### src/rtl/osc_freq_monitor_pkg.sv
// rtl/osc_freq_monitor_pkg.sv - shared types, widths and range check for the oscillator frequency monitor
package osc_mon_pkg;

    typedef enum logic [1:0] {
        IDLE    = 2'd0,
        ARM     = 2'd1,
        MEASURE = 2'd2
    } state_e;

    localparam int DEF_REF_PERIODS = 16;
    localparam int DEF_TIMEOUT     = 4096;

    // Width needed to hold edge indices 0..n-1 (at least one bit).
    function automatic int edge_width(input int n);
        return (n > 1) ? $clog2(n) : 1;
    endfunction

    // Width needed to hold timeout values 0..t.
    function automatic int to_width(input int t);
        return $clog2(t + 1);
    endfunction

    localparam int EDGE_W = edge_width(DEF_REF_PERIODS);
    localparam int TO_W   = to_width(DEF_TIMEOUT);

    // |cnt - exp_cnt| <= tol on a signed difference one bit wider than the
    // widest supported count, so the subtraction can never wrap.
    function automatic logic range_ok(input logic [31:0] cnt,
                                      input logic [31:0] exp_cnt,
                                      input logic [31:0] tol,
                                      input logic        sat);
        logic signed [32:0] diff;
        diff = $signed({1'b0, cnt}) - $signed({1'b0, exp_cnt});
        if (diff < 0) begin
            diff = -diff;
        end
        return !sat && (diff <= $signed({1'b0, tol}));
    endfunction

endpackage

### src/rtl/osc_freq_monitor_if.sv
// rtl/osc_freq_monitor_if.sv - control and result bundle of the oscillator frequency monitor
interface osc_freq_monitor_if #(
    parameter int CNT_W = 16
);
    logic             EN;
    logic             REF_IN;
    logic [CNT_W-1:0] COUNT;
    logic             VALID;
    logic             IN_RANGE;
    logic             REF_DEAD;
    logic             BUSY;

    modport slave (
        input  EN, REF_IN,
        output COUNT, VALID, IN_RANGE, REF_DEAD, BUSY
    );

    modport master (
        output EN, REF_IN,
        input  COUNT, VALID, IN_RANGE, REF_DEAD, BUSY
    );
endinterface

### src/rtl/osc_freq_monitor_sync_edge.sv
// rtl/osc_freq_monitor_sync_edge.sv - two-flop synchronizer with rising-edge detect for oscillator taps
module osc_sync_edge (
    input  logic clk_i,
    input  logic rst_i,
    input  logic async_i,
    output logic edge_o
);
    logic       sync1_q;
    logic       sync2_q;
    logic       sync3_q;
    logic [1:0] fill_q;

    // Synchronize the tap and track when the edge-detect flop holds a real
    // sample, so a tap that is already high out of reset is not a rise.
    always_ff @(posedge clk_i) begin
        if (rst_i) begin
            sync1_q <= 1'b0;
            sync2_q <= 1'b0;
            sync3_q <= 1'b0;
            fill_q  <= 2'd0;
        end else begin
            sync1_q <= async_i;
            sync2_q <= sync1_q;
            sync3_q <= sync2_q;
            if (fill_q != 2'd3) begin
                fill_q <= fill_q + 2'd1;
            end
        end
    end

    assign edge_o = sync2_q & ~sync3_q & (fill_q == 2'd3);
endmodule

### src/rtl/osc_freq_monitor.sv
// rtl/osc_freq_monitor.sv - counts fabric cycles across reference periods with range check and dead-reference flag
module osc_freq_monitor
    import osc_mon_pkg::*;
#(
    parameter int REF_PERIODS = DEF_REF_PERIODS,
    parameter int CNT_W       = 16,
    parameter int EXP_COUNT   = 800,
    parameter int TOL         = 16,
    parameter int TIMEOUT     = DEF_TIMEOUT
) (
    input  logic                CLK,
    input  logic                RESET,
    osc_freq_monitor_if.slave   mon
);
    localparam int EW = edge_width(REF_PERIODS);
    localparam int TW = to_width(TIMEOUT);

    localparam logic [CNT_W-1:0] CNT_MAX   = '1;
    localparam logic [EW-1:0]    LAST_EDGE = EW'(REF_PERIODS - 1);
    localparam logic [TW-1:0]    TO_LIMIT  = TW'(TIMEOUT);

    if (longint'(EXP_COUNT) + longint'(TOL) > (longint'(1) << CNT_W) - 1) begin : g_bad_cfg
        $error("osc_freq_monitor: EXP_COUNT + TOL does not fit in CNT_W bits");
    end

    logic             ref_edge;
    state_e           state_q,  state_d;
    logic [CNT_W-1:0] cyc_q,    cyc_d;
    logic [EW-1:0]    ecnt_q,   ecnt_d;
    logic [TW-1:0]    to_q,     to_d;
    logic             sat_q,    sat_d;
    logic [CNT_W-1:0] count_q,  count_d;
    logic             valid_q,  valid_d;
    logic             inr_q,    inr_d;
    logic             dead_q,   dead_d;
    logic [CNT_W-1:0] cyc_inc;
    logic             cyc_wrap;

    osc_sync_edge u_sync_edge (
        .clk_i   (CLK),
        .rst_i   (RESET),
        .async_i (mon.REF_IN),
        .edge_o  (ref_edge)
    );

    assign cyc_wrap = (cyc_q == CNT_MAX);
    assign cyc_inc  = cyc_wrap ? CNT_MAX : cyc_q + CNT_W'(1);

    // Next-state and window bookkeeping; EN loss beats a terminating edge,
    // and an edge beats a timeout on the same cycle.
    always_comb begin
        state_d = state_q;
        cyc_d   = cyc_q;
        ecnt_d  = ecnt_q;
        to_d    = to_q;
        sat_d   = sat_q;
        count_d = count_q;
        inr_d   = inr_q;
        dead_d  = dead_q;
        valid_d = 1'b0;

        if (!mon.EN) begin
            dead_d = 1'b0;
        end

        case (state_q)
            IDLE: begin
                cyc_d  = '0;
                ecnt_d = '0;
                to_d   = '0;
                sat_d  = 1'b0;
                if (mon.EN) begin
                    state_d = ARM;
                end
            end
            ARM: begin
                if (!mon.EN) begin
                    state_d = IDLE;
                    to_d    = '0;
                end else if (ref_edge) begin
                    state_d = MEASURE;
                    cyc_d   = '0;
                    ecnt_d  = '0;
                    to_d    = '0;
                    sat_d   = 1'b0;
                end else if (to_q == TO_LIMIT) begin
                    dead_d = 1'b1;
                    to_d   = '0;
                end else begin
                    to_d = to_q + TW'(1);
                end
            end
            MEASURE: begin
                if (!mon.EN) begin
                    state_d = IDLE;
                    cyc_d   = '0;
                    ecnt_d  = '0;
                    to_d    = '0;
                    sat_d   = 1'b0;
                end else if (ref_edge) begin
                    to_d = '0;
                    if (ecnt_q == LAST_EDGE) begin
                        // Terminating edge also arms the next window.
                        count_d = cyc_inc;
                        inr_d   = range_ok(32'(cyc_inc), 32'(EXP_COUNT), 32'(TOL),
                                           sat_q | cyc_wrap);
                        valid_d = 1'b1;
                        cyc_d   = '0;
                        ecnt_d  = '0;
                        sat_d   = 1'b0;
                    end else begin
                        ecnt_d = ecnt_q + EW'(1);
                        cyc_d  = cyc_inc;
                        sat_d  = sat_q | cyc_wrap;
                    end
                end else if (to_q == TO_LIMIT) begin
                    dead_d  = 1'b1;
                    state_d = ARM;
                    cyc_d   = '0;
                    ecnt_d  = '0;
                    to_d    = '0;
                    sat_d   = 1'b0;
                end else begin
                    to_d  = to_q + TW'(1);
                    cyc_d = cyc_inc;
                    sat_d = sat_q | cyc_wrap;
                end
            end
            default: begin
                state_d = IDLE;
            end
        endcase
    end

    // State and result registers.
    always_ff @(posedge CLK) begin
        if (RESET) begin
            state_q <= IDLE;
            cyc_q   <= '0;
            ecnt_q  <= '0;
            to_q    <= '0;
            sat_q   <= 1'b0;
            count_q <= '0;
            valid_q <= 1'b0;
            inr_q   <= 1'b0;
            dead_q  <= 1'b0;
        end else begin
            state_q <= state_d;
            cyc_q   <= cyc_d;
            ecnt_q  <= ecnt_d;
            to_q    <= to_d;
            sat_q   <= sat_d;
            count_q <= count_d;
            valid_q <= valid_d;
            inr_q   <= inr_d;
            dead_q  <= dead_d;
        end
    end

    assign mon.COUNT    = count_q;
    assign mon.VALID    = valid_q;
    assign mon.IN_RANGE = inr_q;
    assign mon.REF_DEAD = dead_q;
    assign mon.BUSY     = (state_q != IDLE);
endmodule

### src/flat_wrapper.sv
// flat-port wrapper written by rule: the top's interface ports become plain ports
module osc_freq_monitor_flat import osc_mon_pkg::*;
#(
    parameter int REF_PERIODS = DEF_REF_PERIODS,
    parameter int CNT_W       = 16,
    parameter int EXP_COUNT   = 800,
    parameter int TOL         = 16,
    parameter int TIMEOUT     = DEF_TIMEOUT
)
  (CLK, RESET, mon_EN, mon_REF_IN, mon_COUNT, mon_VALID, mon_IN_RANGE, mon_REF_DEAD, mon_BUSY);
  osc_freq_monitor_if #(.CNT_W(CNT_W)) mon_i ();
  input  logic CLK;
  input  logic RESET;
  input wire logic [$bits(mon_i.EN)-1:0] mon_EN;
  input wire logic [$bits(mon_i.REF_IN)-1:0] mon_REF_IN;
  output wire logic [$bits(mon_i.COUNT)-1:0] mon_COUNT;
  output wire logic [$bits(mon_i.VALID)-1:0] mon_VALID;
  output wire logic [$bits(mon_i.IN_RANGE)-1:0] mon_IN_RANGE;
  output wire logic [$bits(mon_i.REF_DEAD)-1:0] mon_REF_DEAD;
  output wire logic [$bits(mon_i.BUSY)-1:0] mon_BUSY;
  assign mon_i.EN = mon_EN;
  assign mon_i.REF_IN = mon_REF_IN;
  assign mon_COUNT = mon_i.COUNT;
  assign mon_VALID = mon_i.VALID;
  assign mon_IN_RANGE = mon_i.IN_RANGE;
  assign mon_REF_DEAD = mon_i.REF_DEAD;
  assign mon_BUSY = mon_i.BUSY;
  osc_freq_monitor #(.REF_PERIODS(REF_PERIODS), .CNT_W(CNT_W), .EXP_COUNT(EXP_COUNT), .TOL(TOL), .TIMEOUT(TIMEOUT)) u_core (.CLK(CLK), .RESET(RESET), .mon(mon_i));
endmodule
### config.mk
export PLATFORM = sky130hd
export DESIGN_NAME = osc_freq_monitor_flat
export DESIGN_NICKNAME = d
export VERILOG_FILES = /design/src/rtl/osc_freq_monitor_pkg.sv /design/src/rtl/osc_freq_monitor_if.sv /design/src/rtl/osc_freq_monitor_sync_edge.sv /design/src/rtl/osc_freq_monitor.sv /design/src/flat_wrapper.sv
export SDC_FILE = /design/constraint.sdc
export NUM_CORES = 1
export LEC_CHECK = 0
export ABC_AREA = 1
export CAP_MARGIN = 10
export CORE_MARGIN = 2
export CORE_UTILIZATION = 30
export DETAILED_ROUTE_END_ITERATION = 10
export GPL_TIMING_DRIVEN = 1
export PLACE_DENSITY = 0.59
export SYNTH_ARGS = -nofsm -noshare
export SYNTH_HDL_FRONTEND = slang
export SYNTH_SLANG_ARGS = --single-unit
### constraint.sdc
create_clock -name CLK -period 2.45 [get_ports CLK]
set_clock_uncertainty 0.2 [all_clocks]
set_input_delay 0.49 -clock CLK [delete_from_list [all_inputs] [get_ports CLK]]
set_output_delay 0.49 -clock CLK [all_outputs]
set_load 0.005 [all_outputs]
# After elaboration in Yosys (flattened, before gate mapping)
# Index checks and enable logic that the tools add are counted.
[word_totals]
out_inout_bits = 20
register_bits = 60
inputBits = 4
[classes]
n_mux = 44
reduce_logical = 12
magnitude_cmp = 2
add_sub_neg = 6
bitwise_logic = 7
n_eq_ne = 14
[ops]
columns = ["cell", "count"]
rows = [
  ["$mux W33", 5],
  ["$mux W16", 7],
  ["$pmux W16 S3", 1],
  ["$mux W13", 3],
  ["$le A33 B6 Y1 const B", 1],
  ["$lt A33 B1 Y1 const B", 1],
  ["$neg A33 Y33", 1],
  ["$pmux W13 S2", 1],
  ["$mux W4", 6],
  ["$sub A16 B10 Y17 const B", 1],
  ["$add A16 B1 Y16 const B", 1],
  ["$eq A16 B16 Y1 const B", 1],
  ["$add A13 B1 Y13 const B", 1],
  ["$eq A13 B13 Y1 const B", 1],
  ["$mux W1", 12],
  ["$mux W2", 6],
  ["$pmux W4 S3", 1],
  ["$reduce_and A4 Y1", 3],
  ["$ne A2 B2 Y1 const B", 3],
  ["$ne A3 B2 Y1 const B", 2],
  ["$pmux W2 S3", 1],
  ["$add A4 B1 Y4 const B", 1],
  ["$eq A2 B2 Y1 const B", 2],
  ["$eq A4 B4 Y1 const B", 1],
  ["other kinds (17)", 22],
]

# Longest topological paths before layout
# Gate-level depths: netlist of run 1.
[depth]
word_depth = 11
mapped_depth = 21

# Hierarchy
# A second synthesis of run 1 with hierarchy kept.
[hier_totals]
hier_cells = 541
area_unflattened_um2 = 3643.5
[by_module_without_submodules]
columns = ["mod", "n_inst", "area_per_inst_um2", "cells_per_inst", "seq_area_each_um2"]
rows = [
  ["osc_freq_monitor", 1, 3454.6, 517, 1101.1],
  ["osc_sync_edge", 1, 188.9, 24, 100.1],
]

# Worst setup path before layout of run 1
# No wires, ideal clock.
[synth_timing]
kind = "register -> register"
startpoint = "register u_core.cyc_q[0]"
endpoint = "register u_core.inr_q, in the netlist u_core.mon.IN_RANGE"
setup_ns = 0.067
required_time_ns = 2.183
path_stages_with_launch = 22
t_arrival_ns = 2.371
path_slack_ns = -0.188
cell_sequence = "dfxtp_1 ha_1 nand2_1 nor2_4 nand2_2 nor2_8 buf_6 nor2_1 ha_1 inv_1 o21ai_0 nand2_1 nand2_1 nand2_1 nand3_1 nand2_1 inv_1 nor2_1 nand3_1 nor2_1 nand2_1 a21oi_2"
[synth_via]
elab_chain_len = 11
word_cells_on_any_way = 15
classes_between = "add/sub (3); order compare (2); eq/ne (1); mux (6); bitwise (1); reduce/logical (2)"
[synth_rtl]
columns = ["item", "line_no", "text"]
rows = [
  ["from (decl)", "osc_freq_monitor.sv:28", "logic [CNT_W-1:0] cyc_q, cyc_d;"],
  ["from (signal assigned)", "osc_freq_monitor.sv:149", "cyc_q <= cyc_d;"],
  ["$add A16 B1 Y16 / $eq A16 B16 Y1 (equally long branches)", "osc_freq_monitor.sv:47, osc_freq_monitor.sv:46", ""],
  ["$mux W16", "osc_freq_monitor.sv:47", "assign cyc_inc = cyc_wrap ? CNT_MAX : cyc_q + CNT_W'(1);"],
  ["$sub A16 B10 Y17", "osc_freq_monitor_pkg.sv:33", "diff = $signed({1'b0, cnt}) - $signed({1'b0, exp_cnt});"],
  ["$neg A33 Y33 / $lt A33 B1 Y1 (equally long branches)", "osc_freq_monitor_pkg.sv:35, osc_freq_monitor_pkg.sv:34", ""],
  ["$mux W33", "osc_freq_monitor_pkg.sv:34", "if (diff < 0) begin"],
  ["$mux W33", "osc_freq_monitor.sv:102", "if (ecnt_q == LAST_EDGE) begin"],
  ["$mux W33", "osc_freq_monitor.sv:100", "end else if (ref_edge) begin"],
  ["$mux W33", "osc_freq_monitor.sv:94", "if (!mon.EN) begin"],
  ["$mux W33", "osc_freq_monitor.sv:66", "case (state_q)"],
  ["$le A33 B6 Y1", "osc_freq_monitor_pkg.sv:37", "return !sat && (diff <= $signed({1'b0, tol}));"],
  ["$logic_and A1 B1 Y1 *", "osc_freq_monitor_pkg.sv:37", ""],
  ["to (signal assigned)", "osc_freq_monitor.sv:155", "inr_q <= inr_d;"],
  ["to (decl)", "osc_freq_monitor.sv:34", "logic inr_q, inr_d;"],
]
# Every way passes the cells marked *; elsewhere a longest branch is shown, timed or not. The select of a mux whose other input is x is not followed.
# A chain may end at the register's enable or synchronous reset.

# Worst setup path after layout of run 1
[layout_timing]
startpoint = "register u_core.cyc_q[1]"
endpoint = "register u_core.inr_q, in the netlist u_core.mon.IN_RANGE"
# Same word-level chain as after synthesis.

==> run metrics, run 1 <==
sequential area share after synthesis=32.5%; Tot GR Track Use=16.2%; Post-synth top cells=nand2_1, inv_1, dfxtp_1, nor2_1, a21oi_1; clk buf depth=2; Tcrit/Tclk final=102%; Routed WL=10.0 mm; internal power=around 1900 uW; leakage power=between 0.002 and 0.0025 uW; H-tree depth=3; CTS buffer count=9; detailed-router iteration count before antenna repair=5; Die ar.=13200 sq um; DP Area=about 4600 sq um; metal2 WL=4.73 mm; die width=115 microns; Async SR Flop Fraction=0%; core area=12000 sq um; later-pin clock latency in the skew report=about 0.34 ns; worst min-delay path startpoint=u_core.u_sync_edge.sync1_q; most common cell in the netlist=nand2_1; CTS Sinks=60; cts hold-fix bufs=0; pre-CTS WS=-0.144 ns; ys flop type=dfxtp_1; number of synthesized flops with an enable pin=0; clk root buf=clkbuf_16; CTS tree=yes; power per cell area=497 nW/um^2; FF-to-FF setup slack=-0.05 ns; Cell Area, Synth=roughly 3700 sq um; largest net degree at the start of global routing=34; PortBufs=23; worst slew pin tran=0.436 ns; status=complete, but fails checks; final setup fails=1; share of cells above drive strength 1=a little under a quarter; initial core utilization=30.8%; crit path max fanout=4; Worst-path clk slew=0.05 ns; setup ws final=-0.0518 ns; Combinational Power Share=~8%; total gr overflow=0; Post-layout nets=675; Synth warnings=0; Core Rows=40; post-route minimum period=around 2.5 ns; Fin Hold WS=0.205 ns; DRC viols=0; library cells used by synthesis=32; CP Capture Type=register; vias in the first global route=3792; worst IR drop on VDD=444 uV; initial antenna violation count=0; met3 WL=386 microns; dpl cells=790; Yosys reg bits=60; worst path arrival time=2.58 ns; Area contributors post-synth=dfxtp_1, nand2_1, inv_1, a21oi_1, nand3_1; dpl hpwl=~7.5 mm; vias per cell=4.76; RD Place Congestion=0.884; Synth Net Count=580; Final TNS setup=-0.0518 ns; Mapped Cells=565; fmax=approximately 400 MHz; FF-to-FF Start=u_core.cyc_q[1]; clock group share of total power=between 50% and 60%; via count=approximately 3900; startpoint types=register; routed len/inst=12.3 microns; Die Ht=about 120 microns; max-capacitance violation count=0; max-slew violations=0; unrepaired setup endpoints after global routing=true; Setup crit start=u_core.cyc_q[1]; post-route cell area=5040 sq um; average cell area after synthesis=6.55 sq um; initial DRC count=approximately 180; Met1 Wirelength=4.66 mm; Non-Filler Instances=812; area grow syn2layout=36.1%; IO Count=24; number of routed nets with antenna violations=0; critical path class=reg2reg; Sw Ratio=23.8%; first-pass GRT wire length=~17 mm; leading area contributor after synthesis=dfxtp_1; failing checks=negative setup slack; relative slew slack=70.7%; CP required=between 2 and 3 ns; Final Hold Fails=0; Hold Path Class=reg2reg; DR top layer=met4; post-synth top area share=32.5%; Net Switching=596 uW; Seq pwr share=40.5%; Ant. Diodes=0
[flip-flops by register name, indices dropped and copies added, names as in the netlist, 2 cells and up]
signal,count
u_core.cyc_q,16
u_core.u_sync_edge.fill_q,2
u_core.state_q,2
u_core.to_q,13
u_core.mon.COUNT,16
u_core.ecnt_q,4
[cell usage in the layout, fill, tap and decap left out, types with 6 or more instances in the layout]
cell             synthesis  final
buf_4                    0     73
o21ai_1                  5      6
nand2_2                  7     11
inv_1                   72     71
nand3_1                 40     39
nor2_4                   7     12
nor2_2                   9      8
ha_1                    11      8
nand4_1                 15     15
nand2_4                  3      6
a21oi_1                 41     41
nand2_1                158    151
clkbuf_16                0      9
o211ai_1                 8      8
o21ai_0                 27     26
nor2_1                  50     46
dfxtp_1                 60     55
nand3_2                  7      8
clkdlybuf4s50_1          0     23
[cell type report]
cell class,count,area (sq um)
Fill cell,1244,6970
Multi-Input combinational cell,414,2250
Sequential cell,60,1210
Timing Repair Buffer,97,798
Inverter,78,293
Clock buffer,11,253
Tap cell,147,184
Clock inverter,5,50.0
[worst paths after layout]
check	cells after the start	end
min reg2reg	2	u_core.u_sync_edge.sync2_q
max reg2reg	16	u_core.mon.IN_RANGE
min	2	u_core.u_sync_edge.sync2_q
max	16	u_core.mon.IN_RANGE
[cell families (layout without fill, tap and decap cells)]
family,after synthesis,count (layout),share of synthesized area [%]
simple gates,310,310,39.9
buf+inv,91,191,9.63
compound gates,87,87,12.9
flops,60,60,32.5
fa+ha+maj,11,11,3.72
xor+xnor,6,6,1.42
[critical path: stages, from the launching register on]
cell and delay [ns]:
dfxtp_4 0.37, ha_4 0.16, nand3_2 0.12, o21ai_1 0.19, nand2_2 0.11, nor2_4 0.15
ha_2 0.21, nand2_1 0.11, nand3_2 0.11, nand3_1 0.10, inv_1 0.08, nand2_1 0.06
a21oi_1 0.12, o21ai_1 0.07, nor2_1 0.10, nand2_1 0.06, a21oi_2 0.10
[repair_timing]
item,4_1_cts,5_1_grt
setup buffers,4,2
hold endpoints to repair,0,0
gates resized for setup,11,10
endpoints found under the setup margin,1,1
pin swaps,11,6
[through the flow]
stage	utilization, %	power (uW)
finish	41.9	2500
detailed placement	38.5	1240
global route	41.9	2610
floorplan	-	1160
CTS	41.6	2530
global placement	38.5	1230
[layer usage]
layer	vias up	track usage [%]
met1	1759	20.5
met4	0	8.35
met3	16	3.00
li1	2019	-
met2	75	26.5
met5	-	0
[power groups by stage]
stage / logic [uW] / clock network [uW] / registers, uW
after floorplan: 133 / 0 / 1030
after global placement: 201 / 0 / 1030
after detailed placement: 206 / 0 / 1040
after CTS: 207 / 1310 / 1010
after global routing: 236 / 1360 / 1020
final: 206 / 1280 / 1010
No activity file was read; power rests on OpenSTA's default activity.
==> run 2, diff against run 1 <==
Settings changed: CAP_MARGIN 10 to not set, CTS_CLUSTER_DIAMETER set to 40, SYNTH_HIERARCHICAL set to 1.
==> run metrics, run 2 <==
commonest non-fill, non-tap cell in the layout=nand2_1; Post-synth top cells=nand2_1, inv_1, dfxtp_1, nor2_1, a21oi_1; Sw Ratio=27.0%; average cell area after synthesis=about 6.7 sq um; slowest stage delay, CP=0.36 ns; max-slew violations=0; Tot GR Track Use=15.8%; Combinational Power Share=16.9%; library cells used by synthesis=36; Net Switching=roughly 830 uW; detailed-router iteration count before antenna repair=5; die width=114 microns; Die Ht=114 microns; routed len/inst=between 10 and 15 microns; fillcell total=1218; Seq pwr share=34.6%; internal power=approximately 2200 uW; main combinational cell family by area after synthesis=simple AND/OR/NAND/NOR gates; Post-layout nets=643; power per cell area=606 nW/um^2; Mapped Cells=541; number of routed nets with antenna violations=0; Fin Hold WS=0.211 ns; RD Place Congestion=0.931; relative slew slack=67.8%; Area contributors post-synth=dfxtp_1, nand2_1, inv_1, a21oi_1, nor2_1; post-route cell area=5050 sq um; CTS buffer count=9; leakage power=~0.0023 uW; most common cell in the netlist=nand2_1; Final Hold Fails=0; clock group share of total power=approximately 49%; initial DRC count=188; cts hold-fix bufs=0; ys flop type=dfxtp_1; PortBufs=23; Crit-path slowest cell=dfxtp_2; share of cells above drive strength 1=roughly 24%; number of synthesized flops with an enable pin=0; clk buf depth=2; vias in the first global route=about 3700; Die ar.=about 13000 sq um; Post-Synth XOR/XNOR Area=1.44%; Post-Route Utilization=42.4%; later-pin clock latency in the skew report=0.33 ns; Synth Net Count=556; Cell Area, Synth=3640 sq um; failing checks=negative setup slack; max-capacitance violation count=0; CTS tree=yes; clk root buf=clkbuf_16; worst path cell trace=nand2_1, nor2_1, nand2_1, inv_1, nand2_4, nand3_4, inv_2, ha_4, nand2_2, nand3_4, nand4_1, buf_4, xor2_1, nor2_1, nor2_1, nand3_1, a21oi_1; Async SR Flop Fraction=0%; Synth Area in Simple Gates=about two fifths; Core Rows=40; first-pass GRT wire length=~17 mm; DRC viols=0; post-synthesis compound-gate area fraction=13.7%; via count=3813; Worst-path clk slew=0.05 ns; CP Capture Type=register; startpoint types=register; initial core utilization=a little under a third; area grow syn2layout=38.7%; crit path max fanout=5; unrepaired setup endpoints after global routing=true; CP delay by family, top=simple AND/OR/NAND/NOR gates; DP Area=4500 sq um; sequential area share after synthesis=33.0%; IO Count=24; core area=11900 sq um; Adder-Cell Fraction of Synth Area=3.78%; fmax=between 300 and 400 MHz; critical path class=reg2reg; final setup fails=1; total gr overflow=0; Final Power=3060 uW; initial antenna violation count=0; post-route minimum period=~2.6 ns; worst IR drop on VDD=a little under 400 uV; vias per cell=about 5; CTS Sinks=60; CP required=2.52 ns; setup ws final=-0.111 ns; most frequent cells in the layout=nand2_1, inv_1, buf_4; Routed WL=just under 10 mm; dpl hpwl=7.30 mm; largest net degree at the start of global routing=27; Ant. Diodes=0; Final TNS setup=-0.111 ns; buffers plus inverters on the worst setup path=3; Yosys reg bits=60; proportion of synthesized area in mux cells=0%; post-synth top area share=about a third; leading area contributor after synthesis=dfxtp_1; Hold Path Class=reg2reg; H-tree depth=3; Critical Path Most Common Cell=nor2_1; worst slew pin tran=about 0.48 ns; status=complete, but fails checks; Synth warnings=6; Tcrit/Tclk final=105%; worst path arrival time=2.63 ns
-- run 2: cell types whose count changed after synthesis, sizes merged, moves of 4 or more --
| cell | change |
|---|---|
| nand3 | -7 |
| o21ai | -4 |
| nand2 | -23 |
| or2 | +4 |
-- run 2: logic make-up after synthesis --
family / count (synthesis)
buf+inv: 87
simple gates: 287
fa+ha+maj: 11
compound gates: 90
xor+xnor: 6
flops: 60
-- run 2: repair_timing --
item | CTS | global route
pin swaps | 10 | 9
resized for setup | 14 | 22
endpoints found under the setup margin | 1 | 30
buffers inserted | 5 | 3
-- run 2: layer usage --
layer	track usage, %	up-vias	routed length, microns
met5	0	-	0
met4	7.97	0	216
met3	1.69	16	274
met2	26.6	75	4620
met1	20.0	1788	4760
li1	-	1934	-
-- run 2: final cells by class --
cell class / instances / area [sq um] / area share [%]
Inverter: 74 / 280 / 5.55
Tap cell: 147 / 184 / 3.64
Clock inverter: 6 / 111 / 2.20
Sequential cell: 60 / 1210 / 23.9
Multi-Input combinational cell: 394 / 2260 / 44.8
Timing Repair Buffer: 89 / 767 / 15.2
Clock buffer: 10 / 239 / 4.73
-- run 2: final timing paths --
| kind | start | to | slack [ns] | cells after the start |
|---|---|---|---|---|
| worst max register to register | u_core/cyc_q[8] | u_core/mon.IN_RANGE | -0.11 | 17 |
| worst max-delay path | u_core/cyc_q[8] | u_core/mon.IN_RANGE | -0.11 | 17 |
| worst min-delay path | u_core/u_sync_edge/sync1_q | u_core/u_sync_edge/sync2_q | 0.21 | 2 |
| worst min register to register | u_core/u_sync_edge/sync1_q | u_core/u_sync_edge/sync2_q | 0.21 | 2 |
-- run 2: per-stage QoR --
step	worst slack, ns	instances
after floorplan	0.0122	541
after global placement	-0.0657	756
after detailed placement	-0.179	756
after CTS	-0.0302	777
after global routing	-0.254	780
final	-0.111	780
-- run 2: worst register-to-register path: stages, from the launching register on --
cell and delay [ns]:
dfxtp_2 0.36, nand2_1 0.10, nor2_1 0.17, nand2_1 0.13
inv_1 0.13, nand2_4 0.09, nand3_4 0.08, inv_2 0.06
ha_4 0.17, nand2_2 0.11, nand3_4 0.10, nand4_1 0.12
buf_4 0.13, xor2_1 0.15, nor2_1 0.07, nor2_1 0.11
nand3_1 0.08, a21oi_1 0.14
-- run 2: power by group through the flow --
| stage | clock network, uW | registers, uW | logic, uW |
|---|---|---|---|
| after floorplan | 0 | 1070 | 347 |
| after global placement | 0 | 1080 | 501 |
| after detailed placement | 0 | 1080 | 513 |
| after CTS | 1500 | 1060 | 516 |
| after global routing | 1530 | 1070 | 590 |
| final | 1480 | 1060 | 519 |
